$ cat src/rtl/pkt_wrr_scheduler_pkg.sv
// Shared definitions for the packet weighted round-robin scheduler.
//   - state_e            : scheduler FSM encoding (IDLE / XFER)
//   - DEFAULT_NUM_QUEUES : default number of requesting RX queues
//   - sched_clog2()      : index width for a given queue count (minimum 1)
package pkt_wrr_scheduler_pkg;

  localparam int DEFAULT_NUM_QUEUES = 5;

  typedef enum logic {
    IDLE = 1'b0,
    XFER = 1'b1
  } state_e;

  function automatic int sched_clog2(input int n);
    int r;
    r = 1;
    for (int i = 1; i < 31; i++) begin
      if ((1 << i) < n) r = i + 1;
    end
    return r;
  endfunction

endpackage

$ cat src/rtl/pkt_wrr_scheduler_sel.sv
// Combinational rotating-priority finder.
// Scans elig starting at start_idx and wrapping modulo N; the first set bit wins.
//   elig       in  N      candidate vector
//   start_idx  in  IDX_W  first index to examine
//   found      out 1      at least one candidate is set
//   sel_idx    out IDX_W  binary index of the winner (0 when none)
//   sel_onehot out N      one-hot winner (0 when none)
module rr_priority_sel
  import pkt_wrr_scheduler_pkg::*;
#(
  parameter int N     = DEFAULT_NUM_QUEUES,
  parameter int IDX_W = sched_clog2(N)
) (
  input  logic [N-1:0]     elig,
  input  logic [IDX_W-1:0] start_idx,
  output logic             found,
  output logic [IDX_W-1:0] sel_idx,
  output logic [N-1:0]     sel_onehot
);

  always_comb begin
    int idx;
    // NOTE: every output of a combinational block gets a default before any
    // conditional assignment; a path that leaves one unassigned infers a latch.
    found      = 1'b0;
    sel_idx    = '0;
    sel_onehot = '0;
    idx        = 0;
    for (int k = 0; k < N; k++) begin
      idx = (int'(start_idx) + k) % N;
      if (!found && elig[idx]) begin
        found           = 1'b1;
        sel_idx         = IDX_W'(idx);
        sel_onehot[idx] = 1'b1;
      end
    end
  end

endmodule

$ cat src/rtl/pkt_wrr_scheduler.sv
// Packet-granular weighted round-robin scheduler for the shared m_axis path.
// A queue keeps the grant for up to weight consecutive packets while it keeps
// requesting; then the search rotates to the next eligible queue. The grant is
// held from selection until the packet's last beat is accepted.
//   axi_aclk / axi_resetn : clock, asynchronous active-low reset
//   req                   : per-queue packet head pending
//   weights               : packed per-queue weights, 0 disables a queue
//   sched_en              : allow new grants
//   pkt_done              : last beat of the granted packet accepted
//   grant / grant_valid / grant_idx : one-hot grant, active flag, binary index
//   pkt_fwd               : one-cycle pulse per completed packet
//   err_spurious_done     : sticky, pkt_done seen with no active grant
module pkt_wrr_scheduler
  import pkt_wrr_scheduler_pkg::*;
#(
  parameter int NUM_QUEUES   = DEFAULT_NUM_QUEUES,
  parameter int WEIGHT_WIDTH = 4,
  parameter int IDX_WIDTH    = sched_clog2(NUM_QUEUES)
) (
  input  logic                               axi_aclk,
  input  logic                               axi_resetn,
  input  logic [NUM_QUEUES-1:0]              req,
  input  logic [NUM_QUEUES*WEIGHT_WIDTH-1:0] weights,
  input  logic                               sched_en,
  input  logic                               pkt_done,
  output logic [NUM_QUEUES-1:0]              grant,
  output logic                               grant_valid,
  output logic [IDX_WIDTH-1:0]               grant_idx,
  output logic                               pkt_fwd,
  output logic                               err_spurious_done
);

  state_e                  state_q, state_d;
  logic [NUM_QUEUES-1:0]   grant_q, grant_d;
  logic [IDX_WIDTH-1:0]    grant_idx_q, grant_idx_d;
  logic [IDX_WIDTH-1:0]    last_idx_q, last_idx_d;
  logic [WEIGHT_WIDTH-1:0] credit_q, credit_d;
  logic                    pkt_fwd_q, pkt_fwd_d;
  logic                    err_q, err_d;

  logic [WEIGHT_WIDTH-1:0] weight_arr [NUM_QUEUES];
  logic [NUM_QUEUES-1:0]   elig;
  logic [NUM_QUEUES-1:0]   last_onehot;
  logic [IDX_WIDTH-1:0]    start_idx;
  logic                    rr_found;
  logic [IDX_WIDTH-1:0]    rr_idx;
  logic [NUM_QUEUES-1:0]   rr_onehot;
  logic                    stay;
  logic [IDX_WIDTH-1:0]    sel_idx;
  logic [NUM_QUEUES-1:0]   sel_onehot;

  always_comb begin
    elig = '0;
    for (int i = 0; i < NUM_QUEUES; i++) begin
      weight_arr[i] = weights[i*WEIGHT_WIDTH +: WEIGHT_WIDTH];
      elig[i]       = req[i] & (|weight_arr[i]);
    end
  end

  // Rotation starts just after the last granted queue, so that queue is
  // examined last.
  assign start_idx = (last_idx_q == IDX_WIDTH'(NUM_QUEUES - 1)) ? '0 : last_idx_q + 1'b1;

  rr_priority_sel #(
    .N     (NUM_QUEUES),
    .IDX_W (IDX_WIDTH)
  ) u_rr_sel (
    .elig       (elig),
    .start_idx  (start_idx),
    .found      (rr_found),
    .sel_idx    (rr_idx),
    .sel_onehot (rr_onehot)
  );

  always_comb begin
    last_onehot             = '0;
    last_onehot[last_idx_q] = 1'b1;
  end

  // Remaining credit and still eligible: keep the turn on the same queue.
  assign stay       = (credit_q != '0) && elig[last_idx_q];
  assign sel_idx    = stay ? last_idx_q  : rr_idx;
  assign sel_onehot = stay ? last_onehot : rr_onehot;

  always_comb begin
    state_d     = state_q;
    grant_d     = grant_q;
    grant_idx_d = grant_idx_q;
    last_idx_d  = last_idx_q;
    credit_d    = credit_q;
    pkt_fwd_d   = 1'b0;
    err_d       = err_q;
    unique case (state_q)
      IDLE: begin
        if (pkt_done) err_d = 1'b1;
        if (sched_en && rr_found) begin
          state_d     = XFER;
          grant_d     = sel_onehot;
          grant_idx_d = sel_idx;
          last_idx_d  = sel_idx;
          // Eligibility guarantees a non-zero weight, and stay guarantees a
          // non-zero credit, so neither subtraction can underflow.
          credit_d    = stay ? credit_q - 1'b1 : weight_arr[sel_idx] - 1'b1;
        end
      end
      XFER: begin
        if (pkt_done) begin
          state_d     = IDLE;
          grant_d     = '0;
          grant_idx_d = '0;
          pkt_fwd_d   = 1'b1;
        end
      end
      default: state_d = IDLE;
    endcase
  end

  always_ff @(posedge axi_aclk or negedge axi_resetn) begin
    if (!axi_resetn) begin
      state_q     <= IDLE;
      grant_q     <= '0;
      grant_idx_q <= '0;
      last_idx_q  <= IDX_WIDTH'(NUM_QUEUES - 1);
      credit_q    <= '0;
      pkt_fwd_q   <= 1'b0;
      err_q       <= 1'b0;
    end else begin
      // NOTE: sequential state uses non-blocking assignments so every flop
      // samples the pre-edge values regardless of statement order.
      state_q     <= state_d;
      grant_q     <= grant_d;
      grant_idx_q <= grant_idx_d;
      last_idx_q  <= last_idx_d;
      credit_q    <= credit_d;
      pkt_fwd_q   <= pkt_fwd_d;
      err_q       <= err_d;
    end
  end

  assign grant             = grant_q;
  assign grant_valid       = |grant_q;
  assign grant_idx         = grant_idx_q;
  assign pkt_fwd           = pkt_fwd_q;
  assign err_spurious_done = err_q;

endmodule

$ cat config.mk
export PLATFORM = sky130hd
export DESIGN_NAME = pkt_wrr_scheduler
export DESIGN_NICKNAME = d
export VERILOG_FILES = /design/src/rtl/pkt_wrr_scheduler_pkg.sv /design/src/rtl/pkt_wrr_scheduler_sel.sv /design/src/rtl/pkt_wrr_scheduler.sv
export SDC_FILE = /design/constraint.sdc
export NUM_CORES = 1
export LEC_CHECK = 0
export CAP_MARGIN = 5
export CORE_ASPECT_RATIO = 0.75
export CORE_UTILIZATION = 45
export DETAILED_ROUTE_END_ITERATION = 10
export GPL_ROUTABILITY_DRIVEN = 0
export PLACE_DENSITY = 0.63
export SLEW_MARGIN = 40
export SYNTH_ARGS = -nofsm -noshare
export SYNTH_HDL_FRONTEND = slang
export SYNTH_SLANG_ARGS = --single-unit
$ cat constraint.sdc
create_clock -name axi_aclk -period 7.6 [get_ports axi_aclk]
set_clock_uncertainty 0.15 [all_clocks]
set_input_delay 1.52 -clock axi_aclk [delete_from_list [all_inputs] [get_ports axi_aclk]]
set_output_delay 1.52 -clock axi_aclk [all_outputs]
set_load 0.02 [all_outputs]
# Yosys cells after proc, flatten, opt, wreduce, memory -nomap -nowiden
# Index checks and enable logic that the tools add are counted.
# Widths: inputs -> output; s select.
# totals
inputBits,29
ff_bits,18
output_inout_bits,11
word_cells,134
# classes
eq_ne,3
n_bitwise,11
n_reduce_logical,26
n_lt_le_gt_ge,13
add_sub_neg,7
muxes,62
n_div,5
# op_table
cell,count
$ge 32x1->1 const B,5
$lt 32x5->1 const B,5
$mod 32x4->32 const B,4
$mux 5,8
$mod 4x4->32 const B,1
$mux 3,9
$mux 1,26
$or 5x5->5,4
$reduce_or 4->1,5
$bmux 1 s3,6
$demux 1 s3,6
$bmux 4 s3,1
$logic_and 1x1->1,12
$mux 4,3
$pmux 5 s2,1
$add 3x2->4 const B,2
$sub 4x1->4 const B,2
$pmux 3 s2,1
$reduce_and 2->1,3
$and 1x1->1,5
$reduce_or 5->1,1
$add 3x1->4 const B,1
$add 3x3->4 const B,1
$ge 4x4->1 const B,1
10 further kinds,14

# Longest topological paths before layout
# logic_depth
depth_word,26
ltp_mapped,30

# Cells and area by module
# Synthesis repeated with hierarchy kept, for this count alone.
# unflattened
hier_cells,532
area_unflattened_um2,4007.6
# by_module_without_submodules
mod,area_per_inst_um2,cells_per_inst,seq_area_each_um2,n_inst
rr_priority_sel,2645.0,385,0.0,1
pkt_wrr_scheduler,1362.6,147,451.7,1

# Worst setup path before layout
# OpenSTA, ideal clock, no wires.
# synth_timing
kind,register -> register
start,register last_idx_q[0]
end,register credit_q[2]
stages_incl_launch_ff,30
arrival_time_ns,6.088
path_slack_ns,1.293
path_buffers,4
required_ns,7.381
path_cell_list,dfrtp_1 > buf_2 > inv_1 > ha_1 > buf_2 > a21o_1 > inv_2 > buf_2 > ha_1 > clkbuf_1 > o21ba_2 > nor2_1 > mux2_2 > nor3_1 > ha_1 > nor2b_1 > a21oi_1 > a32o_1 > nor4_4 > o31a_1 > a41o_1 > nor3b_1 > or4_1 > a21boi_0 > a2111oi_0 > a21oi_1 > o211ai_1 > ha_1 > or4_1 > nand3_1
# synth_via
elab_chain_len,26
word_cells_on_any_way,57
# synth_lines
element,line,rtl
start: declaration,pkt_wrr_scheduler.sv:36,"logic [IDX_WIDTH-1:0] last_idx_q, last_idx_d;"
start signal: assignment,pkt_wrr_scheduler.sv:123,last_idx_q <= IDX_WIDTH'(NUM_QUEUES - 1);
start signal: assignment,pkt_wrr_scheduler.sv:133,last_idx_q <= last_idx_d;
"parallel branches: the longest is 26 deep, another holds $mod 32x4->32",--,
end signal: assignment,pkt_wrr_scheduler.sv:134,credit_q <= credit_d;
end: declaration,pkt_wrr_scheduler.sv:37,"logic [WEIGHT_WIDTH-1:0] credit_q, credit_d;"
# Parallel ways; which one is timed is not known. The select of a mux whose other input is x is not followed.
# A chain may end at the register's enable or synchronous reset.

# Final worst setup path
# Ends and elaborated chain as after synthesis.

==> run summary <==
Synthesized area per cell -> 7.70 um2
Detailed-routing iteration count for the pre-antenna-repair pass -> 5
Main combinational cell family by area after synthesis -> compound AO/OA/AOI/OAI gates
Unique cell type count in the Yosys netlist -> 91
Top-area cell type share of the netlist area -> 12.6%
Count of state elements after synthesis -> 18
Vertical extent of the die -> 77.1 um
Most frequent cell on the critical path -> ha_1
Die area -> 0.00788 mm2
Worst setup path class -> reg2reg
Crit path arrival time -> 6.93 ns
Net Count, Synth -> 491
Worst Max-Slew Pin Slew -> 0.814 ns
Launch point of the worst reg-to-reg path -> last_idx_q[0]
Vias in the first global route -> 3516
Final period utilization -> 90.7%
Initial DRC count -> 373
Ratio of routed vias to standard cells -> 6.67
Number of stages on the worst setup path -> 25
Leading post-synthesis cells by cell area -> dfrtp_1 13%, ha_1 8.1%, nor2_1 4.0%, nand2_1 3.4%, a21oi_1 3.4%
Bufs and invs on worst path -> 2
HPWL after DPL -> 8690 um
Commonest cells post-synth -> 36 x nor2_1, 31 x nand2_1, 23 x a21oi_1
Clock transition at the registers of the reported paths -> 0.07 ns
CTS H-tree depth -> 1
Clock tree sinks -> 18
Unrepaired setup endpoints after global routing -> no
Fraction of synthesized cell area in xor and xnor cells -> 1.55%
Number of buffers inserted by port buffering -> 39
Clock buffer depth -> 2
Vias after detailed routing -> 3822
Category of the worst setup path capture point -> register
Insertion delay of the later-clocked pin in the worst-skew pair -> 0.26 ns
Finish-stage setup viols -> 0
Proportion of synthesized flip-flops having asynchronous set or reset -> 100%
Hold Path Class -> reg2reg
Area added between synthesis and finish -> 16.8%
Crit path max fanout -> 18
Yosys top cell by area -> dfrtp_1
Antenna Cells -> 0
Hold Path Depth -> 1
Simple logic cell fraction of the synthesized area -> 27.8%
Result of the run -> completed
Complex-gate fraction of the synthesized area -> 36.9%
Fmax -> 145 MHz
Total length of routed wires -> 11100 um
Number of CTS-inserted buffers -> 3
Origin of the worst setup path -> last_idx_q[0]
Share of cells above drive strength 1 -> 12.8%
Overall Global Routing Usage -> 29.5%
Cell with the most instances after synthesis -> nor2_1
Number of remaining DRC errors -> 0
Placement Rows -> 26
Synthesized-area fraction occupied by adder cells -> 8.13%
Startpoint kind of the worst setup timing path -> register
Antenna Violating Nets Remaining -> 0
Fraction of synthesized area in multiplexers -> 6.94%
Critical-path cell with the highest stage delay -> or4_1
Number of cells produced by synthesis -> 440
Post-detailed-route wirelength per cell -> 19.4 um
Number of nets in the final layout -> 527
CTS tree -> done
Primary flip-flop cell chosen by synthesis mapping -> dfrtp_1
Starting density of the core -> 48.2%
Core region area -> 0.00703 mm2
Initial antenna violation count -> 0
Clock tree root buffer cell -> clkbuf_8
Overall die width -> 102 um
Largest net degree at the start of global routing -> 35
Number of enable-type register cells in the synthesized netlist -> 0
Pins Over Slew Limit -> 0
I/O pin total -> 40
Number of endpoints with negative hold slack in the final report -> 0
Cell type group with the largest total delay on the critical path -> compound AO/OA/AOI/OAI gates
Worst Hold Launch -> err_spurious_done
First-pass GRT wire length -> 18200 um
Data required, critical path -> 7.64 ns
Number of warning messages in the yosys log -> 0
Syn Std Cell Area -> 0.00339 mm2
Sequential share of the synthesized area -> 13.3%
Cell depth of the worst flop-to-flop path -> 25
Remaining global-route overflow -> 0
MaxCap Viol Count -> 0
Headroom to the max-slew limit -> 45.6%
Crit-path max cell delay -> 0.52 ns
Shortest period the worst path allows -> 6.89 ns
Aggregate negative setup slack -> 0 ns
## per-layer routing
layer | vias up | track usage, % | part of all wire, %
met5 | - | 0 | 0
met2 | 204 | 39.8 | 40
met1 | 1804 | 43.5 | 46
li1 | 1785 | - | -
met4 | 0 | 6.71 | 1.9
met3 | 29 | 10.9 | 12
## cell families (layout without fill, tap and decap cells)
group | after synthesis | in the layout
flops | 18 | 18
xor+xnor | 6 | 6
fa+ha+maj | 22 | 22
buf+inv | 43 | 78
compound gates | 160 | 160
mux | 20 | 20
simple gates | 171 | 171
## cell type report
cell class | instances | area (um2)
fillers | 694 | 3070
repair buffers | 53 | 490
well taps | 98 | 123
flip-flops and latches | 18 | 452
clock buffers | 4 | 55.1
inverters | 21 | 78.8
multi-input cells | 379 | 2760
## cell usage in the layout, fill, tap and decap left out, drive strengths merged, types with 9 or more instances in the layout
cell type	n
ha	22
nor3	20
a21oi	25
a211oi	9
nand2b	10
mux2i	10
a21o	10
o21ai	27
nor2	38
buf	15
inv	21
clkdlybuf4s50	38
nor2b	11
dfrtp	17
nand2	32
nand3	15
## registers in the layout, indices dropped and copies added, names as in the netlist
register,cells
credit_q,4
err_spurious_done,1
grant,5
grant_idx,3
last_idx_q,3
pkt_fwd,1
state_q,1
## stage by stage
stage / hold WS [ns] / worst slack, ns / utilization (%) / instances / cell area [um2]
3_5_place_dp: 0.293 / 0.708 / 55.6 / 569 / 3910
4_1_cts: 0.309 / 0.680 / 56.4 / 573 / 3960
3_3_place_gp: 0.288 / 0.887 / 55.6 / 569 / 3900
2_1_floorplan: 0.362 / 1.29 / - / 440 / 3390
5_1_grt: 0.336 / 0.197 / 56.3 / 573 / 3960
6_report: 0.308 / 0.710 / 56.3 / 573 / 3960
## final timing paths
kind	slack, ns	endpoint
setup / recovery	0.71	credit_q[2]
hold / removal	0.31	err_spurious_done
setup reg to reg	0.71	credit_q[2]
hold reg to reg	0.31	err_spurious_done
max in group asynchronous	5.96	last_idx_q[2]
min in group asynchronous	1.03	pkt_fwd
## timing repair
item | 4_1_cts | 5_1_grt
hold buffers | 0 | 0
resized for setup | 0 | 1
endpoints found under the setup margin | 0 | 1
setup buffers | 0 | 0
Power is not shown: default switching activity piles up to over one toggle a cycle in this logic, so the estimate is an artifact.
